**config.mk**
```make
export PLATFORM = sky130hd
export DESIGN_NAME = ram_access_controller
export DESIGN_NICKNAME = d
export VERILOG_FILES = /design/src/rtl/ram_access_controller.sv
export SDC_FILE = /design/constraint.sdc
export NUM_CORES = 1
export LEC_CHECK = 0
export CAP_MARGIN = 20
export CORE_MARGIN = 8
export CORE_UTILIZATION = 40
export DETAILED_ROUTE_END_ITERATION = 10
export PLACE_DENSITY = 0.75
export SLEW_MARGIN = 30
export SYNTH_ARGS = -nofsm -noshare
export SYNTH_HDL_FRONTEND = slang
export SYNTH_SLANG_ARGS = --single-unit
```
**constraint.sdc**
```tcl
create_clock -name i_clk -period 1.6 [get_ports i_clk]
set_input_delay 0.16 -clock i_clk [delete_from_list [all_inputs] [get_ports i_clk]]
set_output_delay 0.16 -clock i_clk [all_outputs]
set_load 0.005 [all_outputs]
```
**src/rtl/ram_access_controller.sv**
```systemverilog
// Initiator for the RAM port: turns valid/ready requests into address-load then write/read strobes.
// Optional multi-beat reads are enabled with the RAM_BURST_EN macro.
module ram_access_controller #(
  parameter int unsigned DATA_WIDTH = 8,
  parameter int unsigned ADDR_WIDTH = 8
) (
  input  logic                  i_clk,
  input  logic                  i_reset,
  input  logic                  i_reqValid,
  output logic                  o_reqReady,
  input  logic [ADDR_WIDTH-1:0] i_reqAddress,
  input  logic                  i_reqWrite,
  input  logic [DATA_WIDTH-1:0] i_reqData,
  input  logic                  i_reqSelect,
  input  logic [3:0]            i_reqLength,
  output logic                  o_rspValid,
  input  logic                  i_rspReady,
  output logic [DATA_WIDTH-1:0] o_rspData,
  output logic [ADDR_WIDTH-1:0] o_address,
  output logic                  o_addressEn,
  output logic [DATA_WIDTH-1:0] o_writeData,
  output logic                  o_writeEn,
  output logic                  o_readDataSelect,
  output logic                  o_outEnable,
  input  logic [DATA_WIDTH-1:0] i_busData
);

  typedef enum logic [1:0] {StIdle, StAddr, StAccess, StResp} state_e;

  state_e                state_q, state_d;
  logic [ADDR_WIDTH-1:0] addr_q, addr_d;
  logic                  write_q, write_d;
  logic [DATA_WIDTH-1:0] data_q, data_d;
  logic                  sel_q, sel_d;

  logic                  req_ready_q, req_ready_d;
  logic                  address_en_q, address_en_d;
  logic                  write_en_q, write_en_d;
  logic [DATA_WIDTH-1:0] write_data_q, write_data_d;
  logic                  read_sel_q, read_sel_d;
  logic                  out_en_q, out_en_d;
  logic                  rsp_valid_q, rsp_valid_d;
  logic [DATA_WIDTH-1:0] rsp_data_q, rsp_data_d;

`ifdef RAM_BURST_EN
  logic [3:0]            beats_q, beats_d;
`else
  logic                  unused_length;
  assign unused_length = ^i_reqLength;
`endif

  always_comb begin
    state_d    = state_q;
    addr_d     = addr_q;
    write_d    = write_q;
    data_d     = data_q;
    sel_d      = sel_q;
    rsp_data_d = rsp_data_q;
`ifdef RAM_BURST_EN
    beats_d    = beats_q;
`endif

    unique case (state_q)
      StIdle: begin
        if (i_reqValid) begin
          addr_d  = i_reqAddress;
          write_d = i_reqWrite;
          data_d  = i_reqData;
          sel_d   = i_reqSelect;
`ifdef RAM_BURST_EN
          beats_d = i_reqWrite ? 4'd0 : i_reqLength;
`endif
          state_d = StAddr;
        end
      end
      StAddr: state_d = StAccess;
      StAccess: begin
        // The RAM drives the bus during this cycle; capture it on the closing edge.
        if (!write_q) begin
          rsp_data_d = i_busData;
        end
        state_d = write_q ? StIdle : StResp;
      end
      StResp: begin
        if (i_rspReady) begin
`ifdef RAM_BURST_EN
          if (beats_q != 4'd0) begin
            beats_d = beats_q - 4'd1;
            addr_d  = addr_q + ADDR_WIDTH'(1);
            state_d = StAddr;
          end else begin
            state_d = StIdle;
          end
`else
          state_d = StIdle;
`endif
        end
      end
      default: state_d = StIdle;
    endcase

    // Strobes are decoded from the next state so every RAM pin comes straight off a flop.
    req_ready_d  = (state_d == StIdle);
    address_en_d = (state_d == StAddr);
    write_en_d   = (state_d == StAccess) && write_q;
    out_en_d     = (state_d == StAccess) && !write_q;
    write_data_d = write_en_d ? data_q : '0;
    read_sel_d   = write_en_d | (out_en_d & sel_q);
    rsp_valid_d  = (state_d == StResp);
  end

  always_ff @(posedge i_clk) begin
    if (i_reset) begin
      state_q      <= StIdle;
      addr_q       <= '0;
      write_q      <= 1'b0;
      data_q       <= '0;
      sel_q        <= 1'b0;
      req_ready_q  <= 1'b1;
      address_en_q <= 1'b0;
      write_en_q   <= 1'b0;
      write_data_q <= '0;
      read_sel_q   <= 1'b0;
      out_en_q     <= 1'b0;
      rsp_valid_q  <= 1'b0;
      rsp_data_q   <= '0;
`ifdef RAM_BURST_EN
      beats_q      <= 4'd0;
`endif
    end else begin
      state_q      <= state_d;
      addr_q       <= addr_d;
      write_q      <= write_d;
      data_q       <= data_d;
      sel_q        <= sel_d;
      req_ready_q  <= req_ready_d;
      address_en_q <= address_en_d;
      write_en_q   <= write_en_d;
      write_data_q <= write_data_d;
      read_sel_q   <= read_sel_d;
      out_en_q     <= out_en_d;
      rsp_valid_q  <= rsp_valid_d;
      rsp_data_q   <= rsp_data_d;
`ifdef RAM_BURST_EN
      beats_q      <= beats_d;
`endif
    end
  end

  assign o_reqReady       = req_ready_q;
  assign o_rspValid       = rsp_valid_q;
  assign o_rspData        = rsp_data_q;
  assign o_address        = addr_q;
  assign o_addressEn      = address_en_q;
  assign o_writeData      = write_data_q;
  assign o_writeEn        = write_en_q;
  assign o_readDataSelect = read_sel_q;
  assign o_outEnable      = out_en_q;

endmodule

```
==> out/results.tsv <==
stage	metric	value	unit
sta	period utilization	86.7	%
layout	layout cells sized above 1	8.81	%
power_and_ir_drop	Net Sw Power	0.511	mW
critical_path	CP endpoint kind	output pin	
logic_synthesis	Area contributors post-synth	dfxtp_1, nand2_1, a21oi_1	
critical_path	CP max FO	2	
global_route	wire length of the first global-routing pass	5.49	mm
critical_path	crit path DAT	1230	ps
clock_network	clock buffer depth	2	
layout	fillcell total	316	
run_status	run status	complete, no violations	
sta	clk_skew	6.63	ps
clock_network	CTS Sinks	42	
clock_network	root buf cell	clkbuf_4	
critical_path	slowest cell delay on critical path	520	ps
detailed_routing	post-DR wirelength/cell	12.0	um
placement	GP Congestion	0.714	
clock_network	CTS tree	built	
layout	Nets	260	
sta	Max Freq	721	MHz
global_route	vias in the first global route	1183	
die	Die Area	5840	sq um
global_route	all-layer global routing usage	11.5	%
clock_network	Worst-path clk slew	130	ps
critical_path	crit path cell chain	clkdlybuf4s50_1	
layout	Area growth syn-to-layout	50.9	%
power_and_ir_drop	Int Power	1.78	mW
logic_synthesis	Synth Instances	163	
clock_network	hold_buf cts	0	
power_and_ir_drop	Comb pwr share	13.8	%
die	Die H	76.4	um
job	max cap viols	0	
die	Core Rows	22	
logic_synthesis	sequential share of the synthesized area	57.6	%
sta	Final Max Tran Viols	0	
logic_synthesis	Synth top area share	57.6	%
sta	min Tclk post-route	1390	ps
detailed_routing	Remaining DRCs	0	
placement	port bufs	59	
sta	Setup Total Neg Slack	0	ps
logic_synthesis	Post-synth EDFFs	0	
logic_synthesis	cell with the most instances after synthesis	nand2_1	
clock_network	TritonCTS Buffers	5	
logic_synthesis	Synth Cell Area	1460	sq um
logic_synthesis	Yosys reg bits	42	
detailed_routing	via count	1238	
critical_path	Setup CP Type	flip-flop to output pin	
sta	Slew @ Worst Pin	411	ps
global_route	initial antenna violation count	0	
clock_network	Max H-tree Level	2	
clock_network	post-cts sizing count	0	
sta	RSZ-0062 raised after global routing	no	
layout	final core occ	61.5	%
logic_synthesis	synth unique cells	20	
layout	Antenna Cells	0	
critical_path	critical path's top delay family	buffers and inverters	
power_and_ir_drop	pwr dens	1040	nW/um^2
die	Placeable Area	3580	sq um
worst_hold_path	min-delay worst type	input port to flip-flop	
sta	max_slew headroom	72.6	%
global_route	grt total ovfl	0	
die	Initial Util	40.8	%
detailed_routing	Starting DRT DRC Count	60	
die	Die Width	76.4	um
sta	setup violation total in the final timing report	0	
logic_synthesis	synth cell count leaders	nand2_1, dfxtp_1, a21oi_1, and2_1, nor2_1	
logic_synthesis	async set or reset register ratio after synthesis	0	%
detailed_routing	Pre-antenna DRT Iters	4	
global_route	largest net degree at the start of global routing	23	
die	IO Pins	64	
power_and_ir_drop	Lkg Pwr	0.832	nW
clock_network	Setup Buffers After CTS	0	
logic_synthesis	syn_nets	197	
critical_path	critical path buffer and inverter count	1	
placement	HPWL after DPL	2.40	mm
logic_synthesis	Synth Flop Type	dfxtp_1	
critical_path	CP startpoint kind	flip-flop	
detailed_routing	vias per cell	4.50	
sta	Final Hold Fails	0	
detailed_routing	Routed WL	3.29	mm
critical_path	critical path's slowest cell	clkdlybuf4s50_1	
power_and_ir_drop	VDD IR-drop max	598	uV
logic_synthesis	leading area contributor after synthesis	dfxtp_1	
logic_synthesis	Synth Area per Inst	8.95	sq um
power_and_ir_drop	Clk pwr share	36.6	%
clock_network	worst-skew pair later-pin latency	350	ps
logic_synthesis	Synth warnings	0	
power_and_ir_drop	switching share of power	22.3	%
critical_path	required time of the worst setup path	1440	ps
detailed_routing	Antenna Nets Post-Route	0	
power_and_ir_drop	sequential share of power	49.6	%
[placed cells by master (no fill, tap or decap), drive strengths merged]
master / synthesis / final
dfxtp: 42 / 42
clkdlybuf4s50: 0 / 59
a31oi: 1 / 1
mux2: 1 / 1
and2: 8 / 8
a21oi: 27 / 27
nor4: 1 / 1
clkbuf: 4 / 5
bufinv: 0 / 2
inv: 1 / 1
nand2: 54 / 54
or3b: 2 / 2
and3: 1 / 1
buf: 8 / 9
clkinv: 0 / 1
nor2: 7 / 7
o21ai: 1 / 1
nor3b: 3 / 3
a32o: 1 / 1
mux2i: 1 / 1
[state kept, by name, summed over array words and instances (netlist names), 2 cells and up]
register and flops:
o_rspData 8, o_writeData 8, o_address 8, state_q 2, data_q 8
[cell type report]
class                   instances  area (sq um)  area share [%]
repair buffers                 68           658            29.9
clock buffers                   5          37.5            1.71
well taps                      48          60.1            2.73
flip-flops and latches         42           841            38.2
multi-input cells             108           532            24.2
inverters                       1          3.75           0.171
clock inverters                 3          68.8            3.13
[per-stage QoR]
stage / total power [mW] / instances / setup slack (ps) / cell area, sq um / hold slack [ps]
final: 2.29 / 275 / 213 / 2200 / 339
after global routing: 2.39 / 275 / 145 / 2200 / 338
after CTS: 2.32 / 275 / 197 / 2200 / 325
after detailed placement: 1.48 / 267 / 121 / 2090 / 442
after global placement: 1.48 / 267 / 129 / 2090 / 434
after floorplan: 1.31 / 163 / 391 / 1460 / 296
[logic make-up after synthesis]
family,Yosys count,share of synthesized area [%]
AND/OR/NAND/NOR,76,24.3
flip-flops,42,57.6
AO/OA/AOI/OAI,30,10.7
buffers and inverters,13,5.92
multiplexers,2,1.46
[metal layers]
metal  share of wire [%]  wire (um)  vias to the layer above  track usage, %
li1                    -          -                      649               -
met1                  42       1380                      542            12.0
met2                  45       1480                       41            17.5
met3                  11        378                        6            8.02
met4                 1.7         55                        0            5.19
met5                   0          0                        -               0
[power groups by stage]
stage          Combinational (mW)  Sequential, mW  Clock [mW]
2_1_floorplan               0.160            1.15           0
3_3_place_gp                0.319            1.16           0
3_5_place_dp                0.320            1.16           0
4_1_cts                     0.323            1.14       0.858
5_1_grt                     0.354            1.15       0.895
6_report                    0.317            1.14       0.837
[path summary, 6_finish.rpt]
path                 from      endpoint  slack, ps  cells after the start
max          o_rspData[1]  o_rspData[1]        210                      1
min          i_busData[4]  o_rspData[4]        340                      3
max reg2reg    state_q[0]  o_address[7]        270                      5
min reg2reg     data_q[7]     data_q[7]        460                      2
No activity file was read; power rests on OpenSTA's default activity.
